$ cat src/rtl/uart_result_streamer.sv
// Frames a wide result word as HEADER, payload bytes LSB-first, then an 8-bit additive checksum,
// and paces the bytes into the UART codec using its free flag.
module uart_result_streamer #(
   parameter int unsigned NUM_BYTES = 36,
   parameter logic [7:0]  HEADER    = 8'hA5,
   parameter int unsigned HOLDOFF   = 4
) (
   input  logic                   clk200M,
   input  logic                   rstn,
   input  logic                   load,
   input  logic [NUM_BYTES*8-1:0] load_data,
   input  logic                   tx_free,
   output logic                   tx_en,
   output logic [7:0]             tx_data,
   output logic                   busy,
   output logic                   done,
   output logic                   dropped
);

   localparam int unsigned IDX_W = $clog2(NUM_BYTES + 2);
   localparam int unsigned CNT_W = (HOLDOFF > 1) ? $clog2(HOLDOFF) : 1;
   localparam logic [IDX_W-1:0] IDX_CSUM  = IDX_W'(NUM_BYTES + 1);
   localparam logic [CNT_W-1:0] HOLD_LAST = CNT_W'(HOLDOFF - 1);

   typedef enum logic [2:0] {
      StIdle,
      StSend,
      StHold,
      StWaitFree,
      StFinish
   } state_e;

   state_e                 r_state, w_state_nxt;
   logic [NUM_BYTES*8-1:0] r_payload, w_payload_nxt;
   logic [IDX_W-1:0]       r_idx, w_idx_nxt;
   logic [CNT_W-1:0]       r_cnt, w_cnt_nxt;
   logic [7:0]             r_csum, w_csum_nxt;
   logic                   r_tx_en, w_tx_en_nxt;
   logic [7:0]             r_tx_data, w_tx_data_nxt;
   logic                   r_busy, w_busy_nxt;
   logic                   r_done, w_done_nxt;
   logic                   r_dropped, w_dropped_nxt;

   logic [IDX_W-1:0]       w_pay_idx;
   logic [7:0]             w_pay_byte;
   logic [7:0]             w_cur_byte;
   logic                   w_is_payload;

   // Index 0 is the header, 1..NUM_BYTES the payload, NUM_BYTES+1 the checksum.
   assign w_pay_idx    = r_idx - IDX_W'(1);
   assign w_is_payload = (r_idx != '0) && (r_idx != IDX_CSUM);

   always_comb begin
      w_pay_byte = '0;
      for (int k = 0; k < int'(NUM_BYTES); k++) begin
         if (w_pay_idx == IDX_W'(k)) begin
            w_pay_byte = r_payload[8*k +: 8];
         end
      end
   end

   always_comb begin
      if (r_idx == '0) begin
         w_cur_byte = HEADER;
      end else if (r_idx == IDX_CSUM) begin
         w_cur_byte = r_csum;
      end else begin
         w_cur_byte = w_pay_byte;
      end
   end

   always_ff @(posedge clk200M or negedge rstn) begin
      if (!rstn) begin
         r_state <= StIdle;
      end else begin
         r_state <= w_state_nxt;
      end
   end

   always_comb begin
      w_state_nxt = r_state;
      case (r_state)
         StIdle: begin
            if (load) begin
               w_state_nxt = StSend;
            end
         end
         StSend: begin
            if (tx_free) begin
               w_state_nxt = StHold;
            end
         end
         StHold: begin
            if (r_cnt == HOLD_LAST) begin
               w_state_nxt = StWaitFree;
            end
         end
         StWaitFree: begin
            if (tx_free) begin
               w_state_nxt = (r_idx == IDX_CSUM) ? StFinish : StSend;
            end
         end
         StFinish: begin
            w_state_nxt = StIdle;
         end
         default: begin
            w_state_nxt = StIdle;
         end
      endcase
   end

   // Outputs are computed one cycle ahead and registered, so busy/done follow the next state.
   always_comb begin
      w_payload_nxt = r_payload;
      w_idx_nxt     = r_idx;
      w_cnt_nxt     = r_cnt;
      w_csum_nxt    = r_csum;
      w_tx_en_nxt   = 1'b0;
      w_tx_data_nxt = r_tx_data;
      w_busy_nxt    = (w_state_nxt == StSend) || (w_state_nxt == StHold) ||
                      (w_state_nxt == StWaitFree);
      w_done_nxt    = (w_state_nxt == StFinish);
      w_dropped_nxt = load && (r_state != StIdle);
      case (r_state)
         StIdle: begin
            if (load) begin
               w_payload_nxt = load_data;
               w_idx_nxt     = '0;
               w_csum_nxt    = '0;
            end
         end
         StSend: begin
            if (tx_free) begin
               w_tx_en_nxt   = 1'b1;
               w_tx_data_nxt = w_cur_byte;
               w_cnt_nxt     = '0;
               if (w_is_payload) begin
                  w_csum_nxt = r_csum + w_pay_byte;
               end
            end
         end
         StHold: begin
            if (r_cnt != HOLD_LAST) begin
               w_cnt_nxt = r_cnt + CNT_W'(1);
            end
         end
         StWaitFree: begin
            if (tx_free && (r_idx != IDX_CSUM)) begin
               w_idx_nxt = r_idx + IDX_W'(1);
            end
         end
         default: begin
         end
      endcase
   end

   always_ff @(posedge clk200M or negedge rstn) begin
      if (!rstn) begin
         r_payload <= '0;
         r_idx     <= '0;
         r_cnt     <= '0;
         r_csum    <= '0;
         r_tx_en   <= 1'b0;
         r_tx_data <= '0;
         r_busy    <= 1'b0;
         r_done    <= 1'b0;
         r_dropped <= 1'b0;
      end else begin
         r_payload <= w_payload_nxt;
         r_idx     <= w_idx_nxt;
         r_cnt     <= w_cnt_nxt;
         r_csum    <= w_csum_nxt;
         r_tx_en   <= w_tx_en_nxt;
         r_tx_data <= w_tx_data_nxt;
         r_busy    <= w_busy_nxt;
         r_done    <= w_done_nxt;
         r_dropped <= w_dropped_nxt;
      end
   end

   assign tx_en   = r_tx_en;
   assign tx_data = r_tx_data;
   assign busy    = r_busy;
   assign done    = r_done;
   assign dropped = r_dropped;

endmodule
$ cat config.mk
export PLATFORM = sky130hd
export DESIGN_NAME = uart_result_streamer
export DESIGN_NICKNAME = d
export VERILOG_FILES = /design/src/rtl/uart_result_streamer.sv
export SDC_FILE = /design/constraint.sdc
export NUM_CORES = 1
export LEC_CHECK = 0
export BUFFER_PORTS_ARGS = -buffer_cell sky130_fd_sc_hd__clkbuf_2
export CAP_MARGIN = 10
export CORE_MARGIN = 2
export CORE_UTILIZATION = 60
export DETAILED_ROUTE_END_ITERATION = 6
export HOLD_SLACK_MARGIN = 0.08
export PLACE_DENSITY_LB_ADDON = 0.08
export SYNTH_ARGS = -nofsm -noshare
export SYNTH_HDL_FRONTEND = slang
export SYNTH_SLANG_ARGS = --single-unit
$ cat constraint.sdc
create_clock -name clk200M -period 11.85 [get_ports clk200M]
set_input_delay 0.5925 -clock clk200M [delete_from_list [all_inputs] [get_ports clk200M]]
set_output_delay 0.5925 -clock clk200M [all_outputs]
set_load 0.005 [all_outputs]
==> impl_metrics.toml, run 1 <==
[sta]
rsz0062_at_grt = "false"
fin_crit_sh = 0.520
tightestPinTransition_ns = 1.13
max_freq_mhz = 162
period_needed_ns = 6.16
finalSetupViolations = 0
fin_ws_ns = 5.69
fin_setup_tns_ns = 0
final_hold_viol_count = 0
finClkSkew_ns = 0.0172
slew_headroom = 0.245
slew_violations = 0

[clock_network]
root_buffer = "clkbuf_16"
cts.sinks = 319
cts_inserted_buffers = 34
cts-htree-levels = 2
holdBufCountCts = 0
cts.repair.resized = 0
cts_tree = "done"
clk_pin_slew_ns = 0.07
insertion_delay_ns = 0.52
cts_setup_buffers = 0
cts_max_path_buffers = 3

[power]
power.leakage_nw = 9.88
irDropWorstVdd_mv = 0.172
swShare = 0.416
pwr-share-seq = 0.421
clkPwrFrac = 0.225
powerDensity_mw_per_mm2 = 254
p_int_mw = 2.81
combPwrFrac = 0.355
p_switching_mw = 2.00

[layout]
drive_above_1_share = 0.174
fillCellCount = 2122
final_net_count = 2573
diodes = 0
area_growth_pct = 16.5

[worst_setup_path]
cp_slowest_stage_delay_ns = 0.59
cp_cell_sequence = "inv_1 > ha_1 > nor2b_1 > a21oi_2 > o21ai_1 > nand2_1 > nand2_1 > o22ai_1 > a21oi_1 > o221ai_1 > o21ai_1 > ha_1 > a21o_1 > a21oi_1 > o21ai_0 > a21o_1 > a21oi_1 > xnor3_1 > a22o_1"
path_max_fanout = 18
crit_family = "compound AO/OA/AOI/OAI gates"
worst-setup-path-type = "register to register"
path_buf_inv = 1
crit_slowest_cell = "ha_1"
cp-start-kind = "register"
endpoint_kind = "register"
crit_required_ns = 12.25
crit_path_frequent_cell = "a21oi_1"
critPathArrivalTime_ns = 6.56

[global_route]
first_global_vias = 15200
grt_max_degree = 211
grt_pass1_wl_um = 83400
overflow = 0
grtUsageTotal = 0.375
antenna_found_initial = 0

[placed_design]
io_buffers = 303
dpl_worst_slack_ns = 5.91
dpl.hpwl_um = 38400
gp_congestion = 0.991

[floorplan]
die_h_um = 169
start_util = 0.607
core_mm2 = 0.0268
pin_count = 304
dieArea_mm2 = 0.0284
die_x_um = 169
core.rowCount = 60

[route]
drtIter0Drc = 1718
num_vias = 15900
avgViaCountPerCell = 6.07
drt-total-wl_um = 53600
routedWlPerCell_um = 20.4
drtPass1Iterations = 6
drc = 0
ant_nets = 0

[synth]
yosysWarnings = 0
ys_dominant_reg_cell = "dfrtp_1"
synth_area_leaders = "dfrtp_1 (49%), nand2_1 (22%), clkbuf_1 (2.6%), a21oi_1 (2.4%), o21ai_0 (2.4%)"
synth_top_area_share = 0.491
syn_inst = 2044
yosys_register_bits = 319
synth_fp_nets = 2352
yosysMostFrequentCell = "nand2_1"
synth_common_cells = "nand2_1 (945), dfrtp_1 (319), clkbuf_1 (111), a21oi_1 (78)"
synth_cell_type_count = 86
synthArstFlopShare = 1.00
syn_area_per_cell_um2 = 7.95
synth_area_leader_cell = "dfrtp_1"
synth_enable_flop_cells = 0
syn_area_mm2 = 0.0163
ys_seq_area_frac = 0.491

[min_path]
min_path_type = "input port to async pin"

[run]
drv_cap = 0

[outcome]
status = "finished, final reports clean"
==> power groups by stage <==
| stage | clock, mW | combinational (mW) | sequential, mW |
|---|---|---|---|
| finish | 1.08 | 1.71 | 2.02 |
| global route | 1.13 | 1.90 | 2.06 |
| CTS | 1.08 | 1.68 | 2.00 |
| detailed placement | 0 | 1.66 | 2.00 |
| global placement | 0 | 1.60 | 2.00 |
| floorplan | 0 | 1.23 | 1.79 |
==> worst register-to-register path: stages, from the launching register on <==
cell,delay [ns]
dfrtp_1,0.53
inv_1,0.21
ha_1,0.59
nor2b_1,0.54
a21oi_2,0.18
o21ai_1,0.57
nand2_1,0.44
nand2_1,0.24
o22ai_1,0.14
a21oi_1,0.24
o221ai_1,0.17
o21ai_1,0.42
ha_1,0.32
a21o_1,0.16
a21oi_1,0.20
o21ai_0,0.17
a21o_1,0.21
a21oi_1,0.19
xnor3_1,0.33
a22o_1,0.20
==> area by class of cell <==
cell class / instances / area, um2 / share of cell area
Tap cell: 341 / 427 / 0.0225
Inverter: 22 / 82.6 / 0.00436
Clock inverter: 9 / 101 / 0.00535
Timing Repair Buffer: 317 / 1640 / 0.0868
Clock buffer: 46 / 1020 / 0.0539
Sequential cell: 319 / 7980 / 0.422
Multi-Input combinational cell: 1571 / 7680 / 0.405
==> final timing paths <==
kind | start | slack (ns) | depth (start not counted) | endpoint
hold reg to reg | r_payload[25]$_DFFE_PN0P_ | 0.48 | 2 | r_payload[25]$_DFFE_PN0P_
setup reg to reg | r_idx[1]$_DFFE_PN0P_ | 5.69 | 19 | r_csum[7]$_DFFE_PN0P_
max in group asynchronous | rstn | 9.36 | 3 | r_payload[219]$_DFFE_PN0P_
min in group clk200M | load_data[47] | 0.26 | 3 | r_payload[47]$_DFFE_PN0P_
setup / recovery | r_idx[1]$_DFFE_PN0P_ | 5.69 | 19 | r_csum[7]$_DFFE_PN0P_
hold / removal | rstn | 0.05 | 1 | r_payload[82]$_DFFE_PN0P_
==> cells by family after synthesis <==
| logic type | synth area share |
|---|---|
| AO/OA/AOI/OAI | 0.156 |
| XOR/XNOR | 0.00623 |
| adder cells (fa/ha/maj) | 0.0128 |
| buffers and inverters | 0.0376 |
| flip-flops | 0.491 |
| multiplexers | 0.00316 |
| AND/OR/NAND/NOR | 0.293 |
==> through the flow <==
step	hold WS [ns]	total power, mW	instances	utilization	instance area, um2
3_3_place_gp	0.453	3.60	2570	0.665	17800
5_1_grt	0.120	5.08	2625	0.706	18900
6_report	0.0476	4.81	2625	0.706	18900
4_1_cts	0.0935	4.77	2625	0.706	18900
2_1_floorplan	0.297	3.02	2044	-	16300
3_5_place_dp	0.460	3.66	2570	0.665	17800
==> state kept, by name, summed over array words and instances, names as in the netlist <==
name	flops
done	1
r_payload	288
tx_data	8
dropped	1
r_cnt	2
r_csum	8
r_idx	6
tx_en	1
r_state	3
busy	1
==> cell usage in the layout, fill, tap and decap left out, types with 17 or more instances in the layout <==
| cell | synthesis | layout |
|---|---|---|
| o21ai_0 | 77 | 77 |
| a221oi_1 | 30 | 30 |
| nand3_1 | 30 | 30 |
| o221ai_1 | 17 | 17 |
| inv_1 | 21 | 21 |
| nor3_1 | 39 | 39 |
| nor2_1 | 77 | 76 |
| clkbuf_2 | 0 | 302 |
| nand2_1 | 945 | 945 |
| dfrtp_1 | 319 | 319 |
| a21oi_1 | 78 | 78 |
| clkbuf_16 | 0 | 37 |
==> metal layers <==
| layer | track usage | vias up | wire length [um] |
|---|---|---|---|
| li1 | - | 7297 | - |
| met1 | 0.547 | 7625 | 22900 |
| met2 | 0.584 | 901 | 24100 |
| met3 | 0.0615 | 112 | 5000 |
| met4 | 0.113 | 0 | 1600 |
| met5 | 0 | - | 0 |
(Power assumes the default switching activity.)
==> run 2, diff against run 1 <==
CORE_UTILIZATION = 56   (was 60)
clock period = 6.1 ns   (was 11.85 ns; I/O delays follow)
==> run 2 against run 1 <==
The flow now finishes with violations (design-rule violations). Core utilization rose by 6.5 points. Sequential share of layout area fell by 6.0 points. Clock power up 100%. Global-route usage is 7.1 points higher. Worst hold slack improved by 0.24 ns. Flip-flop and latch count unchanged. Critical path depth shrank 1. Critical endpoint unchanged. Largest power group unchanged.
==> impl_metrics.toml, run 2 (same netlist as run 1, synthesis figures left out) <==
[worst_setup_path]
reg2reg_to = "r_csum[7]$_DFFE_PN0P_"
path_max_fanout = 18
worst-setup-path-type = "register to register"
cp_slowest_stage_delay_ns = 0.57
path_buf_inv = 1
endpoint_kind = "register"
crit_path_frequent_cell = "a21oi_1"
rrSetupSlack_ns = 0.33
crit_slowest_cell = "nor3_2"
ff2ff_path_depth = 18
cp_cell_sequence = "inv_1 > ha_1 > or4b_4 > o32a_1 > nor3_2 > a221oi_1 > nand2_1 > o221ai_1 > a221oi_1 > a21oi_1 > nor2b_1 > ha_1 > a21oi_1 > o21ai_0 > a21o_1 > a21oi_1 > xnor3_1 > a22o_1"
cp-start-kind = "register"
r2r-start = "r_idx[0]$_DFFE_PN0P_"
critPathArrivalTime_ns = 6.16
crit_family = "compound AO/OA/AOI/OAI gates"
crit_required_ns = 6.49

[clock_network]
cts_max_path_buffers = 3
insertion_delay_ns = 0.51
cts_inserted_buffers = 35
cts_setup_buffers = 0
cts-htree-levels = 2
cts_tree = "done"
clk_pin_slew_ns = 0.06
cts.sinks = 319
root_buffer = "clkbuf_16"

[sta]
fin_crit_sh = 0.946
tightestPinTransition_ns = 1.02
fin_setup_tns_ns = 0
slew_headroom = 0.317
rsz0062_at_grt = "false"
slew_violations = 0
final_hold_viol_count = 0
max_freq_mhz = 173
finalSetupViolations = 0
period_needed_ns = 5.77
finClkSkew_ns = 0.0155

[route]
drtPass1Iterations = 7
met2_length_um = 31800
drt-total-wl_um = 68600
num_vias = 18700
avgViaCountPerCell = 6.28
wl_met1_um = 25500
drtIter0Drc = 2997
drc = 1
routedWlPerCell_um = 23.0
ant_nets = 0
dr.max_layer_used = "met5"
met3WireLength_um = 7910

[floorplan]
core_mm2 = 0.0286
start_util = 0.568
pin_count = 304
die_x_um = 174
die_h_um = 174
dieArea_mm2 = 0.0304
core.rowCount = 62

[run]
drv_cap = 0

[outcome]
violations = "design-rule violations"
status = "finished with violations"

[layout]
largest_reg_flops = 288
seq_area_mm2 = 0.00798
final_common_cell = "nand2_1"
fillCellCount = 1691
final_cell_mix = "nand2_1 (945), dfrtp_1 (319), clkbuf_2 (302)"
regMostFlops = "r_payload"
area_growth_pct = 35.9
final_net_count = 2883
drive_above_1_share = 0.162
multi_input_area_mm2 = 0.00769

[power]
total_power_mw = 9.91
power.leakage_nw = 11.2
irDropWorstVdd_mv = 0.303
powerDensity_mw_per_mm2 = 449

[min_path]
hold_depth = 4
min_from = "tx_free"
min_path_type = "input port to register"
whs_endpoint = "busy$_DFF_PN0_"

[global_route]
first_global_vias = 18800
grt_max_degree = 202
grtUsageTotal = 0.447
antenna_found_initial = 3
grt_pass1_wl_um = 106000
overflow = 0

[placed_design]
io_buffers = 303
gp_congestion = 0.930
dpl.hpwl_um = 40300
run 2: area by class of cell:
cell class | instances | area share
sequential | 319 | 0.361
antenna | 2 | 0.000227
clock inverter | 11 | 0.00617
timing repair buffer | 626 | 0.213
clock buffer | 47 | 0.0454
inverter | 22 | 0.00374
tap | 384 | 0.0217
multi-input combinational | 1571 | 0.348
run 2: per-layer routing:
| layer | track usage | up-vias |
|---|---|---|
| met5 | 0 | - |
| met4 | 0.194 | 2 |
| met3 | 0.106 | 322 |
| met2 | 0.726 | 1572 |
| met1 | 0.573 | 8887 |
| li1 | - | 7934 |
run 2: how the worst max path moves through the flow:
| stage | startpoint | to | slack [ns] | cells past startpoint |
|---|---|---|---|---|
| global route | r_idx[1]$_DFFE_PN0P_ | r_csum[7]$_DFFE_PN0P_ | 0.02 | 18 |
| CTS | r_idx[0]$_DFFE_PN0P_ | r_csum[7]$_DFFE_PN0P_ | 0.28 | 20 |
| global placement | r_idx[0]$_DFFE_PN0P_ | r_csum[7]$_DFFE_PN0P_ | 0.62 | 19 |
| detailed placement | r_idx[0]$_DFFE_PN0P_ | r_csum[7]$_DFFE_PN0P_ | 0.32 | 20 |
| floorplan | r_idx[0]$_DFFE_PN0P_ | r_csum[7]$_DFFE_PN0P_ | 1.48 | 21 |
| finish | r_idx[0]$_DFFE_PN0P_ | r_csum[7]$_DFFE_PN0P_ | 0.33 | 18 |
run 2: worst register-to-register path: cells and delay by family (launching register included):
kind / cells / cell delay [ns]
AO/OA/AOI/OAI: 10 / 2.28
AND/OR/NAND/NOR: 4 / 1.47
adder cells (fa/ha/maj): 2 / 0.86
flip-flops: 1 / 0.55
XOR/XNOR: 1 / 0.32
buffers and inverters: 1 / 0.17
run 2: timing repair:
item,CTS,global route
hold buffers,290,0
gates resized for setup,0,4
hold endpoints to repair,372,0
setup endpoints to repair,0,2
run 2: metrics by stage:
stage           util  worst slack, ns  cell area (um2)  hold slack (ns)  instances
6_report       0.772            0.328            22100            0.289       2982
4_1_cts        0.771            0.278            22100            0.275       2980
2_1_floorplan      -             1.48            16300          0.00941       2044
5_1_grt        0.772           0.0222            22100            0.318       2981
3_5_place_dp   0.630            0.322            18000            0.325       2632
3_3_place_gp   0.630            0.621            18000            0.326       2632
run 2: where the power goes:
group | internal, mW | leakage, nW | switching [mW]
clock network | 1.28 | 0.562 | 0.884
logic | 1.32 | 6.64 | 2.45
registers | 3.07 | 4.01 | 0.914
